$ cat config.mk
export PLATFORM = sky130hd
export DESIGN_NAME = vin_pwmcapture_flat
export DESIGN_NICKNAME = d
export VERILOG_FILES = /design/src/rtl/vin_pwmcapture_if.sv /design/src/rtl/vin_pwmcapture.sv /design/src/flat_wrapper.sv
export SDC_FILE = /design/constraint.sdc
export NUM_CORES = 1
export LEC_CHECK = 0
export ABC_AREA = 1
export CELL_PAD_IN_SITES_DETAIL_PLACEMENT = 1
export CELL_PAD_IN_SITES_GLOBAL_PLACEMENT = 2
export CORE_MARGIN = 5
export CORE_UTILIZATION = 33
export CTS_CLUSTER_DIAMETER = 80
export DETAILED_ROUTE_END_ITERATION = 7
export PLACE_DENSITY_LB_ADDON = 0.15
export SYNTH_ARGS = -nofsm -noshare
export SYNTH_HDL_FRONTEND = slang
export SYNTH_SLANG_ARGS = --single-unit
$ cat constraint.sdc
create_clock -name clk -period 2.39 [get_ports clk]
set_clock_uncertainty 0.1 [all_clocks]
set_input_delay 0.478 -clock clk [delete_from_list [all_inputs] [get_ports clk]]
set_output_delay 0.478 -clock clk [all_outputs]
set_load 0.02 [all_outputs]
$ cat src/rtl/vin_pwmcapture_if.sv
// vin_pwmcapture_if: PWM input pins and per-channel capture results.
// The master side drives SIGNAL and reads the results; the capture block is the slave side.
interface vin_pwmcapture_if #(
    parameter int CHANNELS = 4,
    parameter int WIDTH    = 32
);
    logic [CHANNELS-1:0]       SIGNAL;
    logic [CHANNELS*WIDTH-1:0] period;
    logic [CHANNELS*WIDTH-1:0] high_time;
    logic [CHANNELS-1:0]       valid;
    logic [CHANNELS-1:0]       stale;
    logic [CHANNELS-1:0]       level;
    modport master (output SIGNAL, input period, high_time, valid, stale, level);
    modport slave  (input SIGNAL, output period, high_time, valid, stale, level);
endinterface

$ cat src/rtl/vin_pwmcapture.sv
// vin_pwmcapture: per-channel PWM period/high-time capture in clk cycles, with timeout to stale.
// Define VIN_PWMCAPTURE_FILTER_EN to add a FILTER_LEN-cycle stability filter after the synchroniser.
module vin_pwmcapture #(
    parameter int CHANNELS   = 4,
    parameter int WIDTH      = 32,
    parameter int TIMEOUT    = 25000000,
    parameter int FILTER_LEN = 4
) (
    input logic             clk,
    input logic             rst_n,
    vin_pwmcapture_if.slave bus
);
    typedef enum logic [1:0] {IDLE, HIGH, LOW} state_t;
    localparam logic [WIDTH-1:0] CNT_MAX = '1;
    localparam logic [WIDTH-1:0] TO      = WIDTH'(TIMEOUT);
    if (FILTER_LEN < 1) begin : g_bad_filter
        $error("FILTER_LEN must be at least 1");
    end
    for (genvar c = 0; c < CHANNELS; c++) begin : g_ch
        logic s1, s2, s3, lvl, rise, fall;
        state_t state, state_n;
        logic [WIDTH-1:0] cnt, cnt_n, hi, hi_n, per, per_n, ht, ht_n;
        logic vld, vld_n, stl, stl_n;
        always_ff @(posedge clk or negedge rst_n)
            if (!rst_n) {s1, s2} <= '0;
            else {s1, s2} <= {bus.SIGNAL[c], s1};
`ifdef VIN_PWMCAPTURE_FILTER_EN
        localparam int FW = $clog2(FILTER_LEN + 1);
        localparam logic [FW-1:0] FMAX = FW'(FILTER_LEN - 1);
        logic [FW-1:0] fc;
        // fc counts consecutive cycles s2 disagrees with the filtered level
        always_ff @(posedge clk or negedge rst_n)
            if (!rst_n) begin
                lvl <= 1'b0;
                fc  <= '0;
            end else if (s2 == lvl) fc <= '0;
            else if (fc == FMAX) begin
                lvl <= s2;
                fc  <= '0;
            end else fc <= fc + 1'b1;
`else
        assign lvl = s2;
`endif
        always_ff @(posedge clk or negedge rst_n)
            if (!rst_n) s3 <= 1'b0;
            else s3 <= lvl;
        assign rise = lvl & ~s3;
        assign fall = ~lvl & s3;
        always_ff @(posedge clk or negedge rst_n)
            if (!rst_n) begin
                state <= IDLE;
                cnt   <= '0;
                hi    <= '0;
                per   <= '0;
                ht    <= '0;
                vld   <= 1'b0;
                stl   <= 1'b1;
            end else begin
                state <= state_n;
                cnt   <= cnt_n;
                hi    <= hi_n;
                per   <= per_n;
                ht    <= ht_n;
                vld   <= vld_n;
                stl   <= stl_n;
            end
        // an edge always beats the timeout in the same cycle
        always_comb begin
            state_n = state;
            cnt_n   = (cnt == CNT_MAX) ? cnt : cnt + 1'b1;
            hi_n    = hi;
            per_n   = per;
            ht_n    = ht;
            vld_n   = 1'b0;
            stl_n   = stl;
            if (state == IDLE) begin
                cnt_n = rise ? '0 : cnt;
                state_n = rise ? HIGH : IDLE;
            end else if (rise) begin
                state_n = HIGH;
                cnt_n   = '0;
                per_n   = cnt + 1'b1;
                ht_n    = hi;
                vld_n   = 1'b1;
                stl_n   = 1'b0;
            end else if (fall) begin
                hi_n    = (state == HIGH) ? cnt + 1'b1 : hi;
                state_n = LOW;
            end else if (cnt >= TO) begin
                state_n = IDLE;
                cnt_n   = '0;
                per_n   = '0;
                ht_n    = '0;
                stl_n   = 1'b1;
            end
        end
        assign bus.period[c*WIDTH +: WIDTH]    = per;
        assign bus.high_time[c*WIDTH +: WIDTH] = ht;
        assign bus.valid[c] = vld;
        assign bus.stale[c] = stl;
        assign bus.level[c] = lvl;
    end
endmodule
$ cat src/flat_wrapper.sv
// flat-port wrapper written by rule: the top's interface ports become plain ports
module vin_pwmcapture_flat 
#(
    parameter int CHANNELS   = 4,
    parameter int WIDTH      = 32,
    parameter int TIMEOUT    = 25000000,
    parameter int FILTER_LEN = 4
)
  (clk, rst_n, bus_SIGNAL, bus_period, bus_high_time, bus_valid, bus_stale, bus_level);
  vin_pwmcapture_if #(.CHANNELS(CHANNELS), .WIDTH(WIDTH)) bus_i ();
  input logic clk;
  input logic rst_n;
  input wire logic [$bits(bus_i.SIGNAL)-1:0] bus_SIGNAL;
  output wire logic [$bits(bus_i.period)-1:0] bus_period;
  output wire logic [$bits(bus_i.high_time)-1:0] bus_high_time;
  output wire logic [$bits(bus_i.valid)-1:0] bus_valid;
  output wire logic [$bits(bus_i.stale)-1:0] bus_stale;
  output wire logic [$bits(bus_i.level)-1:0] bus_level;
  assign bus_i.SIGNAL = bus_SIGNAL;
  assign bus_period = bus_i.period;
  assign bus_high_time = bus_i.high_time;
  assign bus_valid = bus_i.valid;
  assign bus_stale = bus_i.stale;
  assign bus_level = bus_i.level;
  vin_pwmcapture #(.CHANNELS(CHANNELS), .WIDTH(WIDTH), .TIMEOUT(TIMEOUT), .FILTER_LEN(FILTER_LEN)) u_core (.clk(clk), .rst_n(rst_n), .bus(bus_i));
endmodule
; ---- After elaboration in Yosys (flattened, before gate mapping)
; Index checks and enable logic that the tools add are counted.
[classes]
muxes = 80
n_eq_ne = 16
order_cmp = 4
n_reduce_logical = 20
n_bitwise = 24
add_sub_neg = 4
[ops]
columns = op, n
row1 = $mux W32, 40
row2 = $add A32 B1 Y32 const B, 4
row3 = $eq A32 B32 Y1 const B, 4
row4 = $ge A32 B25 Y1 const B, 4
row5 = $mux W2, 16
row6 = $mux W1, 24
row7 = $ne A2 B1 Y1 const B, 8
row8 = $not A1 Y1, 16
row9 = $reduce_and A4 Y1, 4
row10 = $reduce_bool A4 Y1, 4
row11 = $reduce_and A3 Y1, 4
row12 = $and A1 B1 Y1, 8
row13 = $eq A2 B1 Y1 const B, 4
row14 = $logic_not A2 Y1, 4
row15 = $reduce_bool A2 Y1, 4
[word_totals]
output_inout_bits = 268
word_cells = 188
ff_bits = 540

; ---- Logic depth before layout (Yosys ltp)
[logic_depth]
depth_word = 6
mapped_depth = 12
mapped_depth_nobuf = 11

; ---- Worst setup path after synthesis
; OpenSTA, ideal clock, no wires.
[synth_timing]
path_kind = register to register
start = register u_core.g_ch[2].s2
end = register u_core.g_ch[2].hi[25]
setup_time_ns = 0.135
period_less_slack_ns = 1.827
setup_slack_ns = 0.563
path_stages_with_launch = 10
arrival_time_ns = 1.592
required_time_ns = 2.155
path_cell_list = dfrtp_1 inv_1 ha_1 inv_2 nor4_4 inv_2 buf_2 buf_2 nand2_1 o21ai_0
[synth_via]
elab_chain_cells = 3
word_cells_on_any_way = 5
[synth_lines]
columns = element, line_no
row1 = "start, declared", vin_pwmcapture.sv:20  ; logic s1, s2, s3, lvl, rise, fall;
row2 = "start signal, assigned", vin_pwmcapture.sv:26  ; else {s1, s2} <= {bus.SIGNAL[c], s1};
row3 = $and A1 B1 Y1 or $not A1 Y1 (tied branches), "vin_pwmcapture.sv:47, vin_pwmcapture.sv:48"
row4 = $not A1 Y1 (no line) or $and A1 B1 Y1 (tied branches), n/a
row5 = $reduce_and A4 Y1 (no line) (*), n/a
row6 = "end signal, assigned", vin_pwmcapture.sv:61  ; hi <= hi_n;
row7 = "end, declared", vin_pwmcapture.sv:22  ; logic [WIDTH-1:0] cnt, cnt_n, hi, hi_n, per, per_n, ht, ht_n;
; Mark *: on every way between the ends. The rest lies on a longest branch, timed or not.
; A chain may end at the register's enable or synchronous reset.

; ---- Worst setup path in the final report
[layout_timing]
start = register u_core.g_ch[1].ht[7]
end = output port bus_high_time[39]
[layout_lines]
columns = element, line_no
row1 = "start, declared", vin_pwmcapture.sv:22
row2 = "start signal, assigned", vin_pwmcapture.sv:63  ; ht <= ht_n;
row3 = "end, declared", flat_wrapper.sv:15  ; output wire logic [$bits(bus_i.high_time)-1:0] bus_high_time;
; No word-level cell between the ends.

==> flow_summary.ini <==
[grt]
grt_pass1_vias = 23710
antenna_found_initial = 1
grtUsageTotal = 0.2096
overflow = 0
grt_pass1_wl_um = 138700
grt_max_degree = 67

[power_and_ir_drop]
p_comb_frac = 0.148
power_frac_seq = 0.439
p_leak_nw = 16.01
p_sw_mw = 6.773
p_int_mw = 17.17
ir_worst_vdd_uv = 504.8
clockPowerShare = 0.412
power_density_nw_per_um2 = 748.6
switching_share = 0.2828

[die]
pin_count = 274
die_x_um = 288.2
die_h_um = 288.2
core_um2 = 77080
initial_core_util = 0.3314
die_area_um2 = 83080
num_rows = 102

[timing]
tightest_slew_ns = 0.8052
fin_crit_ns = 2.327
timing.final.ws_setup_ns = 0.06281
relSlewSlack = 0.4632
fmax_ghz = 0.4297
finalHoldViolations = 0
rsz0062_at_grt = true
fin_crit_sh = 0.9737
drv_slew = 0
setup_viol = 0

[drt]
drc = 0
routed_via_density = 4.755
drt_iter0_markers = 1126
routedWlPerCell_um = 18.46
firstDrtPassIters = 5
num_vias = 22430
wl_um = 87090
detail-route-antenna-nets = 0

[placement]
gp_congestion = 0.8943
dp_cells = 4602
dpl_worst_slack_ns = 0.1462
placed_area_um2 = 29840
port-buffer-count = 273
dp_hpwl_um = 64420

[critical_path]
cp_num_buf_inv = 1
crit_arrival_ns = 1.75
slowest_stage = clkdlybuf4s50_1
cp_max_fo = 2
critPathMaxStageDelay_ns = 0.79
crit_required_ns = 1.81
cp-end-kind = output port
cpLargestDelayFamily = buffers and inverters
crit_chain = clkdlybuf4s50_1
critPathKind = flip-flop to output port
start_kind = flip-flop

[synth]
netlist_area_um2 = 25550
synth-compound-area-share = 0.04095
ys_seq_elements = 540
yosysUniqueCellTypes = 40
async_reset_ff_frac = 1.000
synth.area.mux_share = 0
yosys_warnings = 0
synth_nets = 3353
synth_top_area_frac = 0.5251
syn_area_per_cell_um2 = 7.669
synth_edf_count = 0
synth-adder-area-share = 0.007837
syn_inst = 3331
synth_area_leaders = dfrtp_1 53%, nand2_1 24%, nor2_1 4.2%
synth_top_family_by_area = simple AND/OR/NAND/NOR gates
synthSimpleGateAreaFrac = 0.3565
synth-xor-area-share = 0.01097
yosysTopAreaCell = dfrtp_1
synthFlopType = dfrtp_1
yosysSeqAreaShare = 0.5292

[cells_and_area]
fin_nets = 3654
fin_area_um2 = 31990
fin_cells = 4717
final_core_util = 0.4150
area_growth_pct = 25.22
layout-drive-gt1-share = 0.07481

[cts]
clock_sinks = 540
cts_tree = built
root_buffer = clkbuf_16
clk_pin_slew_ns = 0.05
clockBufferDepth = 3
numCtsBuffers = 66
clk_latency_ns = 0.60
h-tree-depth = 3

[job]
drv_cap = 0

[run_status]
status = finished, final reports clean

[worst_hold_path]
hold_class = input pin to flip-flop
==> power groups by stage <==
stage | registers [mW] | clock network (mW) | logic, mW
after global placement | 10.6 | 0 | 3.56
after global routing | 10.6 | 10.6 | 3.94
after detailed placement | 10.7 | 0 | 3.63
final | 10.5 | 9.87 | 3.56
after floorplan | 11.0 | 0 | 1.35
after CTS | 10.5 | 10.2 | 3.64
==> cell families (layout without fill, tap and decap cells) <==
group	count (synthesis)	in the layout
compound gates	188	188
xor+xnor	32	32
fa+ha+maj	16	16
buf+inv	305	650
flops	540	540
other cells	0	1
simple gates	2250	2250
==> cell usage after synthesis, drive strengths merged, types with 4 or more instances <==
library cell,count
dfstp,4
nand2,1664
nand4,17
ha,16
or2,13
a21oi,14
xnor2,7
a31oi,27
xor2,25
nand3,215
buf,62
inv,176
dfrtp,536
nor3,16
clkbuf,65
nor2,302
o21ai,141
nand3b,21
==> path summary, 6_finish.rpt <==
path	start	end	slack, ns	cells past startpoint
max in group asynchronous	rst_n	u_core.g_ch[1].per[24]	1.04	4
min in group asynchronous	rst_n	u_core.g_ch[3].ht[2]	0.30	2
setup reg to reg	u_core.g_ch[2].cnt[0]	u_core.g_ch[2].cnt[6]	0.17	8
hold reg to reg	u_core.g_ch[3].s1	u_core.g_ch[3].lvl	0.26	0
hold / removal	bus_SIGNAL[3]	u_core.g_ch[3].s1	0.23	1
setup / recovery	u_core.g_ch[1].ht[7]	bus_high_time[39]	0.06	1
==> routing by layer <==
layer  vias up  wire length, um  share of wire  track usage
li1      10960                -              -            -
met3        97             3097          0.036      0.02960
met5         -                0              0            0
met4         0             1457          0.017      0.04474
met1     11040            42660           0.49       0.3024
met2       338            39880           0.46       0.3384
==> layout make-up <==
type | instances | area [um^2]
Antenna cell | 1 | 2.502
Clock buffer | 100 | 1973
Clock inverter | 12 | 130.1
Fill cell | 9319 | 45090
Inverter | 178 | 676.9
Multi-Input combinational cell | 2486 | 10710
Sequential cell | 540 | 13520
Tap cell | 1040 | 1301
Timing Repair Buffer | 360 | 3679
==> what timing repair did <==
| item | 4_1_cts | 5_1_grt |
|---|---|---|
| hold buffers | 1 | 0 |
| gates resized for setup | 2 | 3 |
| setup endpoints to repair | 2 | 20 |
| hold endpoints to repair | 26 | 0 |
| setup buffers | 0 | 1 |
==> metrics by stage <==
step | power [mW] | TNS (ns) | hold slack [ns]
after global routing | 25.17 | -0.02742 | 0.2107
after global placement | 14.20 | 0 | 0.2365
after detailed placement | 14.31 | 0 | 0.2419
after floorplan | 12.36 | 0 | 0.08241
after CTS | 24.39 | 0 | 0.1905
final | 23.95 | 0 | 0.2323
==> flip-flops by register name, summed over array words and instances (netlist names), 8 cells and up <==
register           cells
u_core.g_ch.state      8
u_core.g_ch.cnt      128
u_core.g_ch.per      128
u_core.g_ch.ht       128
u_core.g_ch.hi       128
==> cells in the final DEF (no fill, tap or decap), types with 16 or more instances in the layout <==
cell             count
a31oi_1             27
clkdlybuf4s50_1    270
nand2_2             17
nand4_1             17
buf_12              23
clkbuf_16           69
nand3b_1            21
inv_1              166
dfrtp_1            536
nand2_1           1647
ha_1                16
nor2_1             279
clkbuf_1            18
o21ai_1             28
nand3_1            210
buf_4               63
o21ai_0            101
xor2_1              25
(Power assumes the default switching activity.)
